[config.mk]
export PLATFORM = sky130hd
export DESIGN_NAME = uart_rx_fifo
export DESIGN_NICKNAME = d
export VERILOG_FILES = /design/src/rtl/uart_rx_fifo.sv
export SDC_FILE = /design/constraint.sdc
export NUM_CORES = 1
export LEC_CHECK = 0
export BUFFER_PORTS_ARGS = -buffer_cell sky130_fd_sc_hd__buf_2
export CORE_AREA = 2 2 81 83
export DETAILED_ROUTE_END_ITERATION = 10
export DIE_AREA = 0 0 83 85
export HOLD_SLACK_MARGIN = 0.08
export PLACE_DENSITY = 0.78
export SLEW_MARGIN = 10
export SYNTH_ARGS = -nofsm -noshare
export SYNTH_HDL_FRONTEND = slang
export SYNTH_SLANG_ARGS = --single-unit
[constraint.sdc]
create_clock -name clock -period 4.51 [get_ports clock]
set_input_delay 0.902 -clock clock [delete_from_list [all_inputs] [get_ports clock]]
set_output_delay 0.902 -clock clock [all_outputs]
set_load 0.03 [all_outputs]
[src/rtl/uart_rx_fifo.sv]
// uart_rx_fifo: 8N1 UART receiver feeding a first-word-fall-through byte FIFO.
// Sticky frame-error and overrun flags are kept for status polling.
//
// Handshake: rx_valid=1 means rd_data holds the FIFO head. A pop happens on
// the rising edge where rd_en=1 and rx_valid=1. rd_en while rx_valid=0 is
// ignored. The receive side has no back-pressure: a byte completing while
// the FIFO is full is dropped and raises overrun, unless a pop happens in the
// same cycle.
module uart_rx_fifo #(
    parameter int BAUD_DIV   = 16,
    parameter int FIFO_DEPTH = 4,
    parameter int CNT_W      = 3
) (
    input  logic             clock,
    input  logic             reset,
    input  logic             rx_bit,
    input  logic             rd_en,
    input  logic             err_clr,
    output logic [7:0]       rd_data,
    output logic             rx_valid,
    output logic [CNT_W-1:0] fifo_count,
    output logic             frame_err,
    output logic             overrun,
    output logic [2:0]       dbg_state
);

    localparam int BW = $clog2(BAUD_DIV);
    localparam int PW = $clog2(FIFO_DEPTH);
    localparam logic [BW-1:0]    HALF_M1 = BW'(BAUD_DIV / 2 - 1);
    localparam logic [BW-1:0]    FULL_M1 = BW'(BAUD_DIV - 1);
    localparam logic [CNT_W-1:0] DEPTH_C = CNT_W'(FIFO_DEPTH);

    typedef enum logic [2:0] {
        S_IDLE  = 3'd0,
        S_START = 3'd1,
        S_DATA  = 3'd2,
        S_STOP  = 3'd3,
        S_BREAK = 3'd4
    } state_t;

    state_t        state_q, state_d;
    logic [BW-1:0] cnt_q, cnt_d;
    logic [2:0]    bit_q, bit_d;
    logic [7:0]    shift_q, shift_d;
    logic          rx_meta_q, rx_meta_d;
    logic          rx_s_q, rx_s_d;
    logic          push_req;
    logic          ferr_set;

    logic [7:0]       mem_q [FIFO_DEPTH];
    logic [7:0]       mem_d [FIFO_DEPTH];
    logic [PW-1:0]    wr_ptr_q, wr_ptr_d;
    logic [PW-1:0]    rd_ptr_q, rd_ptr_d;
    logic [CNT_W-1:0] count_q, count_d;
    logic             frame_err_q, frame_err_d;
    logic             overrun_q, overrun_d;
    logic             pop;
    logic             do_push;
    logic             ovr_set;
    logic             full;

    // Two-flop synchronizer input; rx_bit is asynchronous to clock.
    always_comb begin
        rx_meta_d = rx_bit;
        rx_s_d    = rx_meta_q;
    end

    // Receiver FSM next-state: timing counters, bit index and shift register.
    always_comb begin
        state_d  = state_q;
        cnt_d    = cnt_q;
        bit_d    = bit_q;
        shift_d  = shift_q;
        push_req = 1'b0;
        ferr_set = 1'b0;
        case (state_q)
            S_IDLE: begin
                cnt_d = '0;
                if (!rx_s_q) state_d = S_START;
            end
            S_START: begin
                if (cnt_q == HALF_M1) begin
                    // Centre of the start bit: a high line here was a glitch.
                    cnt_d   = '0;
                    bit_d   = 3'd0;
                    state_d = rx_s_q ? S_IDLE : S_DATA;
                end else begin
                    cnt_d = cnt_q + BW'(1);
                end
            end
            S_DATA: begin
                if (cnt_q == FULL_M1) begin
                    cnt_d   = '0;
                    shift_d = {rx_s_q, shift_q[7:1]};
                    if (bit_q == 3'd7) state_d = S_STOP;
                    else               bit_d   = bit_q + 3'd1;
                end else begin
                    cnt_d = cnt_q + BW'(1);
                end
            end
            S_STOP: begin
                if (cnt_q == FULL_M1) begin
                    cnt_d = '0;
                    if (rx_s_q) begin
                        push_req = 1'b1;
                        state_d  = S_IDLE;
                    end else begin
                        ferr_set = 1'b1;
                        state_d  = S_BREAK;
                    end
                end else begin
                    cnt_d = cnt_q + BW'(1);
                end
            end
            S_BREAK: begin
                // Hold off until the line returns high so a stuck-low line
                // cannot produce a stream of false frames.
                cnt_d = '0;
                if (rx_s_q) state_d = S_IDLE;
            end
            default: state_d = S_IDLE;
        endcase
    end

    // FIFO and error-flag next-state: push/pop arbitration, pointers, count.
    always_comb begin
        mem_d    = mem_q;
        wr_ptr_d = wr_ptr_q;
        rd_ptr_d = rd_ptr_q;
        full     = (count_q == DEPTH_C);
        pop      = rd_en && (count_q != '0);
        // A pop in the same cycle frees the slot the incoming byte needs.
        do_push  = push_req && (!full || pop);
        ovr_set  = push_req && full && !pop;
        if (do_push) begin
            mem_d[wr_ptr_q] = shift_q;
            wr_ptr_d        = wr_ptr_q + PW'(1);
        end
        if (pop) rd_ptr_d = rd_ptr_q + PW'(1);
        count_d = count_q + {{(CNT_W-1){1'b0}}, do_push}
                          - {{(CNT_W-1){1'b0}}, pop};
        // Set wins over a simultaneous clear.
        frame_err_d = ferr_set || (frame_err_q && !err_clr);
        overrun_d   = ovr_set  || (overrun_q   && !err_clr);
    end

    // State register for synchronizer, FSM, FIFO and flags.
    always_ff @(posedge clock) begin
        if (reset) begin
            rx_meta_q   <= 1'b1;
            rx_s_q      <= 1'b1;
            state_q     <= S_IDLE;
            cnt_q       <= '0;
            bit_q       <= 3'd0;
            shift_q     <= 8'h00;
            for (int i = 0; i < FIFO_DEPTH; i++) mem_q[i] <= 8'h00;
            wr_ptr_q    <= '0;
            rd_ptr_q    <= '0;
            count_q     <= '0;
            frame_err_q <= 1'b0;
            overrun_q   <= 1'b0;
        end else begin
            rx_meta_q   <= rx_meta_d;
            rx_s_q      <= rx_s_d;
            state_q     <= state_d;
            cnt_q       <= cnt_d;
            bit_q       <= bit_d;
            shift_q     <= shift_d;
            mem_q       <= mem_d;
            wr_ptr_q    <= wr_ptr_d;
            rd_ptr_q    <= rd_ptr_d;
            count_q     <= count_d;
            frame_err_q <= frame_err_d;
            overrun_q   <= overrun_d;
        end
    end

    assign rx_valid   = (count_q != '0);
    assign rd_data    = rx_valid ? mem_q[rd_ptr_q] : 8'h00;
    assign fifo_count = count_q;
    assign frame_err  = frame_err_q;
    assign overrun    = overrun_q;
    assign dbg_state  = state_q;

endmodule

### After elaboration in Yosys (flattened, before gate mapping)

Cells that the tools add are included.

* output and inout bits: 17
* register bits after elaboration: 61
* logic and storage cells: 92

* equality and inequality tests: 15
* bitwise logic cells: 2
* multiplexer cells: 29
* $add $sub $neg: 6
* reductions and logical operators: 22
* $lt $le $gt $ge: 3

Operators with widths (count)
* $bwmux 32: 1
* $mux 8: 4
* $mux 3: 10
* $bmux 8 s2: 1
* $demux 8 s2: 1
* $pmux 3 s5: 1
* $ne 2x2->1 const B: 7
* $pmux 4 s3: 1
* $eq 3x3->1 const B: 3
* $mux 4: 2
* $logic_and 1x1->1: 7
* $eq 3x2->1 const B: 2
* $ge 3x3->1 const B: 2
* $mux 1: 6
* $not 2->3: 2
* $pmux 3 s2: 1
* $reduce_and 6->1: 1
* $reduce_bool 3->1: 2
* $add 2x1->2 const B: 2
* $add 4x1->4 const B: 1
* $eq 4x3->1 const B: 1
* $eq 4x4->1 const B: 1
* $reduce_and 4->1: 1
* $reduce_or 2->1: 2
* 11 further kinds: 15

### Depth between registers and ports, before layout

Gate-level depths: netlist (run 1).

* word-level depth: 6
* mapped depth: 12
* depth with buffers taken out: 11

### Worst setup path after synthesis (run 1)

OpenSTA, ideal clock, no wires.

* path kind: in2reg
* start: in rd_en
* end: reg count_q[2] (netlist: fifo_count[2])
* setup time: 0.128 ns
* path slack: 1.635 ns
* arrival: 2.747 ns
* data required time: 4.382 ns
* stages on the path: 11
* buffers on the path: 1
* path through: or4b_1 > buf_6 > and3_4 > inv_1 > ha_1 > inv_1 > ha_1 > fa_1 > xnor2_1 > xnor2_1 > nor2_1

* word-level cells in the longest chain between the ends: 5

RTL lines
* start: declaration: line 17 `input logic rd_en,`
* $logic_and 1x1->1 *: line 131 `pop = rd_en && (count_q != '0);`
* $logic_or 1x1->1: line 133 `do_push = push_req && (!full || pop);`
* $logic_and 1x1->1: line 133
* $add 3x1->3: line 140 `count_d = count_q + {{(CNT_W-1){1'b0}}, do_push}`
* $sub 3x1->3 *: line 141 `- {{(CNT_W-1){1'b0}}, pop};`
* end signal: assignment: line 172 `count_q <= count_d;`
* end: declaration: line 54 `logic [CNT_W-1:0] count_q, count_d;`

Every way passes the cells marked *; elsewhere a longest branch is shown, timed or not.
A chain may end at the register's enable or synchronous reset.

### Worst setup path after layout (run 1)

* start: reg rd_ptr_q[0]
* end: out rd_data[3]

* word-level cells in the longest chain between the ends: 5

RTL lines
* start: declaration: line 53 `logic [PW-1:0] rd_ptr_q, rd_ptr_d;`
* start signal: assignment: line 171 `rd_ptr_q <= rd_ptr_d;`
* $not 2->3 (not written as such): line 179 `assign rd_data = rx_valid ? mem_q[rd_ptr_q] : 8'h00;`
* $bmux 8 s2: line 179
* $mux 8 (not written as such) (2 in a row): line 179
* $mux 8: line 179
* end: declaration: line 19 `output logic [7:0] rd_data,`

Every way passes these cells. The select of a mux whose other input is x is not followed.

==> results of run 1 <==
final timing paths:
kind / from / end / cells after the start
worst min-delay path: rx_meta_q$_SDFF_PP1_ / rx_s_q$_SDFF_PP1_ / 1
worst max-delay path: rd_ptr_q[0]$_SDFFE_PP0P_ / rd_data[3] / 3
worst min register to register: rx_meta_q$_SDFF_PP1_ / rx_s_q$_SDFF_PP1_ / 1
worst max register to register: dbg_state[1]$_SDFFE_PP0P_ / fifo_count[2]$_SDFF_PP0_ / 10
routing by layer:
metal	GRT usage [%]	share of wire, %
met1	19.94	47
met2	28.81	49
met3	5.545	3.5
met4	5.812	1.3
met5	0	0
stage by stage:
step	setup slack (ps)	instances	hold slack, ps	util [%]
after floorplan	1635	300	389.5	-
after global placement	1390	378	390.9	50.53
after detailed placement	1333	378	396.3	50.53
after CTS	1502	394	413.1	54.29
after global routing	1401	394	421.5	54.29
final	1562	394	409.9	54.29
logic make-up (layout without fill, tap and decap cells):
group,count (synthesis),count (layout)
compound gates,37,37
fa+ha+maj,10,10
simple gates,113,113
xor+xnor,5,5
mux,44,44
flops,61,61
buf+inv,30,47
registers in the layout (all words and copies together) (netlist names):
signal and flops:
bit_q 3, cnt_q 4, dbg_state 3, fifo_count 3, frame_err 1, mem_q 32, overrun 1, rd_ptr_q 2
rx_meta_q 1, rx_s_q 1, shift_q 8, wr_ptr_q 2
layout make-up:
class / count / area (um2) / share of cell area, %
inverter: 10 / 37.54 / 1.114
tap: 77 / 96.34 / 2.860
timing repair buffer: 21 / 105.1 / 3.120
multi-input combinational: 209 / 1675 / 49.74
clock buffer: 11 / 151.4 / 4.495
clock inverter: 5 / 81.33 / 2.415
sequential: 61 / 1221 / 36.26
power groups by stage:
stage          Clock [mW]  Combinational [mW]  Sequential, mW
2_1_floorplan           0               0.182           0.614
3_3_place_gp            0               0.216           0.623
3_5_place_dp            0               0.221           0.628
4_1_cts             0.574               0.222           0.617
5_1_grt             0.596               0.244           0.624
6_report            0.562               0.218           0.616
Yosys cell counts, drive strengths merged, types with 2 or more instances:
cell type / instances
mux4: 8
and4b: 2
a211oi: 2
nand4: 5
nor2b: 14
nor3: 2
or4: 2
o31ai: 2
clkbuf: 13
xnor2: 3
nand3b: 4
xor2: 2
nand2b: 46
buf: 7
nand3: 12
a21oi: 11
and3: 2
o21ai: 11
mux2i: 35
nand2: 5
o32ai: 2
dfxtp: 61
inv: 10
ha: 9
nor2: 8
or4b: 2
or2: 2
worst register-to-register path, cell delays in order, from the launching register on:
cell	delay [ps]
dfxtp_1	700
and4b_1	480
and3_4	250
inv_1	40
ha_1	260
inv_1	40
ha_1	180
fa_1	370
xnor2_1	170
xnor2_1	140
nor2_1	50
==> summary.txt, run 1 <==
Synth Area in XOR/XNOR -> 1.446%
Period minus WS final -> 2948 ps
Area fraction in compound gates after synthesis -> 7.600%
WL/cell -> 14.52 um
Synth Area in Adders -> 4.378%
Die Width -> 83 um
Share of cells above drive strength 1 -> 17.03%
Main combinational cell family by area after synthesis -> simple AND/OR/NAND/NOR gates
Post-synth top area cell -> dfxtp_1
Mux share of post-synthesis cell area -> 18.01%
Site row count -> 29
Worst-path cell chain -> mux4_2 > nor2b_1 > buf_2
Die Height -> 85 um
CTS root buffer -> clkbuf_8
Tot Pwr -> 1.397 mW
Synth Warn # -> 0
Sw Share -> 28.86%
Maximum clock frequency -> 339.2 MHz
Vias in the first global route -> 1994
Final GP Congestion -> 0.7855
Pint -> 0.9937 mW
IO Pins -> 22
Clk sink count -> 61
Finished Cell Area -> 3368 um2
CTS Buf Count -> 9
Synth Instances -> 300
Net Sw Power -> 0.4030 mW
Crit-path max cell delay -> 740 ps
R2R Setup Slk -> 1660 ps
Synth Area in Simple Gates -> 23.87%
Commonest non-fill, non-tap cell in the layout -> dfxtp_1
Ys flop type -> dfxtp_1
Yosys cell types -> 49
Max clock buf depth -> 2
Clock Power Share -> 40.3%
Wire length of the first global-routing pass -> 9.425 mm
Reg clk slew, reported paths -> 70 ps
Most frequent cells in the layout -> dfxtp_1, nand2b_1, mux2i_1, buf_2, nor2b_1
Final Cycle Share -> 65.36%
Largest net degree at the start of global routing -> 75
Async set-or-reset flop fraction in the synthesized netlist -> 0%
DR iter-0 viols -> 94
Post-route ant nets -> 0
Final Setup Violations -> 0
Worst slew margin -> 29.37%
Vias -> 2148
Status -> complete, no violations
Starting density of the core -> 48.82%
Pwr dens -> 414.7 nW/um2
Worst EP arrival -> 2050 ps
Core Area -> 6205 um2
VDD IR max -> 0.2390 mV
Final Hold Viols -> 0
Dpl hpwl -> 3.629 mm
Flop pwr share -> 44.1%
RSZ-0062 raised after global routing -> false
Cell Area, Synth -> 3029 um2
Pre-antenna DRT Iters -> 5
H-tree levels -> 3
# port buffers -> 21
Logic gate share of total power -> 15.6%
CP max-delay cell -> dfxtp_1
# diodes -> 0
Maxcap violations -> 0
Sequential fraction of the synthesis area -> 40.31%
Fin nets -> 327
DRC viols -> 0
Die area -> 7055 um2
CP required -> 3610 ps
Worst hold path class -> flip-flop to flip-flop
Synth top area share -> 40.31%
Synth Register Bits -> 61
Setup TNS -> 0 ps
Initial antenna violation count -> 0
Final slew viol count -> 0
Bufs and invs on worst path -> 1
Synth top area cells -> dfxtp_1, mux2i_1, nand2b_1
Setup Crit Path Kind -> flip-flop to output pin
Number of flops mapped to enable cells by yosys -> 0
Crit path launch type -> flip-flop
Clk_skew -> 7.577 ps
Crit-path leading delay family -> flip-flops
Total wire length -> 5.722 mm
Post-DR vias/cell -> 5.452
Hold buffers post-CTS -> 0
Layout area overhead -> 11.19%
Clk Latency, worst-skew pair -> 340 ps
Postcts setup bufs -> 0
Static leakage -> 1.468 nW
Syn Nets -> 315
Total Routing Usage GR -> 16.83%
Fill cells -> 542
CTS tree -> built
Syn Area/Cell -> 10.10 um2
Least-Margin Pin Slew -> 1059 ps
Total grt overflow -> 0
Crit path max fanout -> 10
Placed cell areas -> 3136 um2
Post-CTS Resized -> 0
Crit end category -> output pin
Power figures use the tool's default switching activity.
==> inputs of run 2 (changes only) <==
Settings changed: ABC_AREA from default to 1, CORE_AREA 2 2 81 83 to 2 2 80 82, DIE_AREA 0 0 83 85 to 0 0 82 84, PLACE_DENSITY 0.78 to 0.81.
Clock period 4.51 ns to 2.4 ns, I/O delays scaled along.
==> run 2 against run 1 <==
Against the previous run:
- register-to-register slack worse by 1500 ps
- count of clock-buffer cells in the layout up 1
- final cell count up 40%
- clock skew down 2.7 ps
- flip-flop and latch count unchanged
- first-iteration DRC count up 57%
==> summary.txt, run 2 <==
Hold buffers post-CTS -> 0 (unchanged)
Clk sink count -> 61 (unchanged)
Crit path launch type -> flip-flop
Multi-input logic area -> 1454 um2 (-13%)
Initial antenna violation count -> 0 (unchanged)
Post-route ant nets -> 0 (unchanged)
Postcts setup bufs -> 0 (unchanged)
Pre-antenna DRT Iters -> 4 (-1)
Fin nets -> 483 (+48%)
Layout area overhead -> 14.27%
Vias in the first global route -> 2546 (+28%)
WL/cell -> 11.61 um (-20%)
Ys flop type -> dfxtp_1
Worst slew margin -> 69.68% (+40 points)
Synth top area share -> 41.22% (+0.90 points)
Clk Latency, worst-skew pair -> 340 ps (about the same)
Synth Area in Adders -> 4.476% (+0.098 points)
Die Width -> 82 um (-1.2%)
Critical Path Source -> cnt_q[0]$_SDFFE_PP0P_
Vias -> 2670 (+24%)
Final slew viol count -> 0 (unchanged)
Total wire length -> 6.383 mm (+12%)
Final GP Congestion -> 0.8778 (+12%)
Maximum clock frequency -> 448.6 MHz
# diodes -> 0 (unchanged)
Max clock buf depth -> 2 (unchanged)
Syn Area/Cell -> 6.688 um2 (-34%)
DR iter-0 viols -> 148 (+57%)
HP Start -> rx_bit
Post-DR vias/cell -> 4.855 (-11%)
Wire length of the first global-routing pass -> 10.92 mm (+16%)
Synth Register Bits -> 61 (unchanged)
H-tree levels -> 3 (unchanged)
Worst EP arrival -> 2500 ps (+450 ps)
Final Setup Violations -> 0 (unchanged)
R2r startpoint -> cnt_q[0]$_SDFFE_PP0P_
Pwr dens -> 976.8 nW/um2 (+140%)
Mux share of post-synthesis cell area -> 0% (-18 points)
Area fraction in compound gates after synthesis -> 11.06% (+3.5 points)
Synth Area in XOR/XNOR -> 0% (-1.4 points)
Reg clk slew, reported paths -> 70 ps (about the same)
Commonest non-fill, non-tap cell in the layout -> nor2_1
Crit path max fanout -> 4 (-6)
CTS root buffer -> clkbuf_8
Sequential Area -> 1224 um2 (+0.20%)
# port buffers -> 21 (unchanged)
Dpl hpwl -> 4.078 mm (+12%)
CTS tree -> built
Synth Area in Simple Gates -> 32.69% (+8.8 points)
Die area -> 6888 um2 (-2.4%)
Crit-path leading delay family -> adder cells
Final Cycle Share -> 92.87%
Setup TNS -> 0 ps (unchanged)
Static leakage -> 1.824 nW (+24%)
Placed cells -> 534 (+41%)
IO Pins -> 22 (unchanged)
Pre-CTS setup slack -> 53.00 ps (-1280 ps)
Crit end category -> flip-flop
Fill cells -> 579 (+6.8%)
Most frequent cells in the layout -> nor2_1, nand2_1, dfxtp_1, inv_1, a21oi_1
Total grt overflow -> 0 (unchanged)
Most common cell in the netlist -> nor2_1
Bufs and invs on worst path -> 2 (+1)
VDD IR max -> 0.7402 mV (+210%)
Layout Cells excl Fill -> 550 (+40%)
Worst hold path class -> input pin to flip-flop
Biggest register -> mem_q
Synth Warn # -> 0 (unchanged)
Core Area -> 6096 um2 (-1.8%)
CP max-delay cell -> dfxtp_2
Main combinational cell family by area after synthesis -> simple AND/OR/NAND/NOR gates
Setup Crit Path Kind -> flip-flop to flip-flop
Largest net degree at the start of global routing -> 47 (-37%)
Period minus WS final -> 2229 ps
RSZ-0062 raised after global routing -> false
Maxcap violations -> 0 (unchanged)
Die Height -> 84 um (-1.2%)
Final Util -> 55.54% (+1.3 points)
Starting density of the core -> 48.60% (-0.22 points)
Worst-path cell chain -> ha_4 > nand3_4 > nor2_4 > nand2_2 > nor2_8 > inv_1 > ha_1 > inv_1 > ha_1 > fa_1 > and3_1 > nor3_1
Site row count -> 29 (unchanged)
Share of cells above drive strength 1 -> 13.11% (-3.9 points)
Cell Area, Synth -> 2963 um2 (-2.2%)
CP required -> 2670 ps (-940 ps)
Sequential fraction of the synthesis area -> 41.22% (+0.90 points)
Number of flops mapped to enable cells by yosys -> 0 (unchanged)
DRC viols -> 0 (unchanged)
Total Routing Usage GR -> 20.37% (+3.5 points)
Hold Slack -> 318.9 ps (-91.04 ps)
Syn Nets -> 458 (+45%)
Least-Margin Pin Slew -> 454.3 ps (-605.2 ps)
Post-synth top area cell -> dfxtp_1
Yosys cell types -> 25 (-49%)
CTS Buf Count -> 9 (unchanged)
Commonest cells post-synth -> nor2_1, nand2_1, dfxtp_1
Synth top area cells -> dfxtp_1, nor2_1, nand2_1
Crit-path max cell delay -> 380 ps (-360 ps)
Synth Instances -> 443 (+48%)
Final Hold Viols -> 0 (unchanged)
Clk_skew -> 4.921 ps (-2.656 ps)
Status -> complete, no violations
Max reg flops -> 32 (unchanged)
Final setup margin -> 171.1 ps (-1391 ps)
Async set-or-reset flop fraction in the synthesized netlist -> 0% (unchanged)
Regs by FF count -> mem_q (32), shift_q (8), cnt_q (4)
## run 2: cell count changes in the layout (fill, tap and decap cells not counted), moves of 23 or more
cell      before  now
a21oi_1       11   34
inv_1         10   58
mux2i_1       35    0
nand2b_1      46    0
nand2_1        5   97
nor2_1         8  106
## run 2: routing by layer
layer | wire length (um) | vias to the layer above | GRT usage [%]
li1 | - | 1410 | -
met1 | 2854 | 1198 | 23.27
met2 | 3150 | 53 | 34.81
met3 | 300 | 9 | 7.359
met4 | 78 | 0 | 6.212
met5 | 0 | - | 0
## run 2: cell type report
| class | instances | share of cell area (%) |
|---|---|---|
| clock buffers | 12 | 4.582 |
| clock inverters | 4 | 2.069 |
| inverters | 61 | 6.763 |
| multi-input cells | 307 | 42.94 |
| flip-flops and latches | 61 | 36.14 |
| well taps | 77 | 2.846 |
| repair buffers | 28 | 4.656 |
## run 2: cells by family (layout without fill, tap and decap cells)
group | count (synthesis) | after routing
AO/OA/AOI/OAI | 65 | 65
adder cells (fa/ha/maj) | 10 | 10
buffers and inverters | 75 | 105
flip-flops | 61 | 61
AND/OR/NAND/NOR | 232 | 232
## run 2: worst paths after layout
kind                                   end  slack [ps]  depth (start not counted)
setup / recovery  fifo_count[2]$_SDFF_PP0_         170                         12
hold / removal        rx_meta_q$_SDFF_PP1_         320                          2
setup reg to reg  fifo_count[2]$_SDFF_PP0_         170                         12
hold reg to reg          rx_s_q$_SDFF_PP1_         410                          1
## run 2: power by group
group | internal [mW] | switching (mW)
clock | 0.638 | 0.392
sequential | 1.10 | 0.0782
combinational | 0.342 | 0.759
total | 2.08 | 1.23
## run 2: stage by stage
stage,cell area (um2),power [mW]
floorplan,2963,1.979
global placement,3133,2.245
detailed placement,3133,2.281
CTS,3358,3.321
global route,3386,3.525
finish,3386,3.307
## run 2: worst reg2reg max path: stages (launching register included)
cell,delay [ps]
dfxtp_2,380
ha_4,170
nand3_4,100
nor2_4,120
nand2_2,90
nor2_8,80
inv_1,70
ha_1,270
inv_1,40
ha_1,180
fa_1,380
and3_1,170
nor3_1,110
## run 2: repair_timing
item	in CTS	in global routing
hold endpoints to repair	0	0
setup endpoints to repair	0	2
resized for setup	0	6
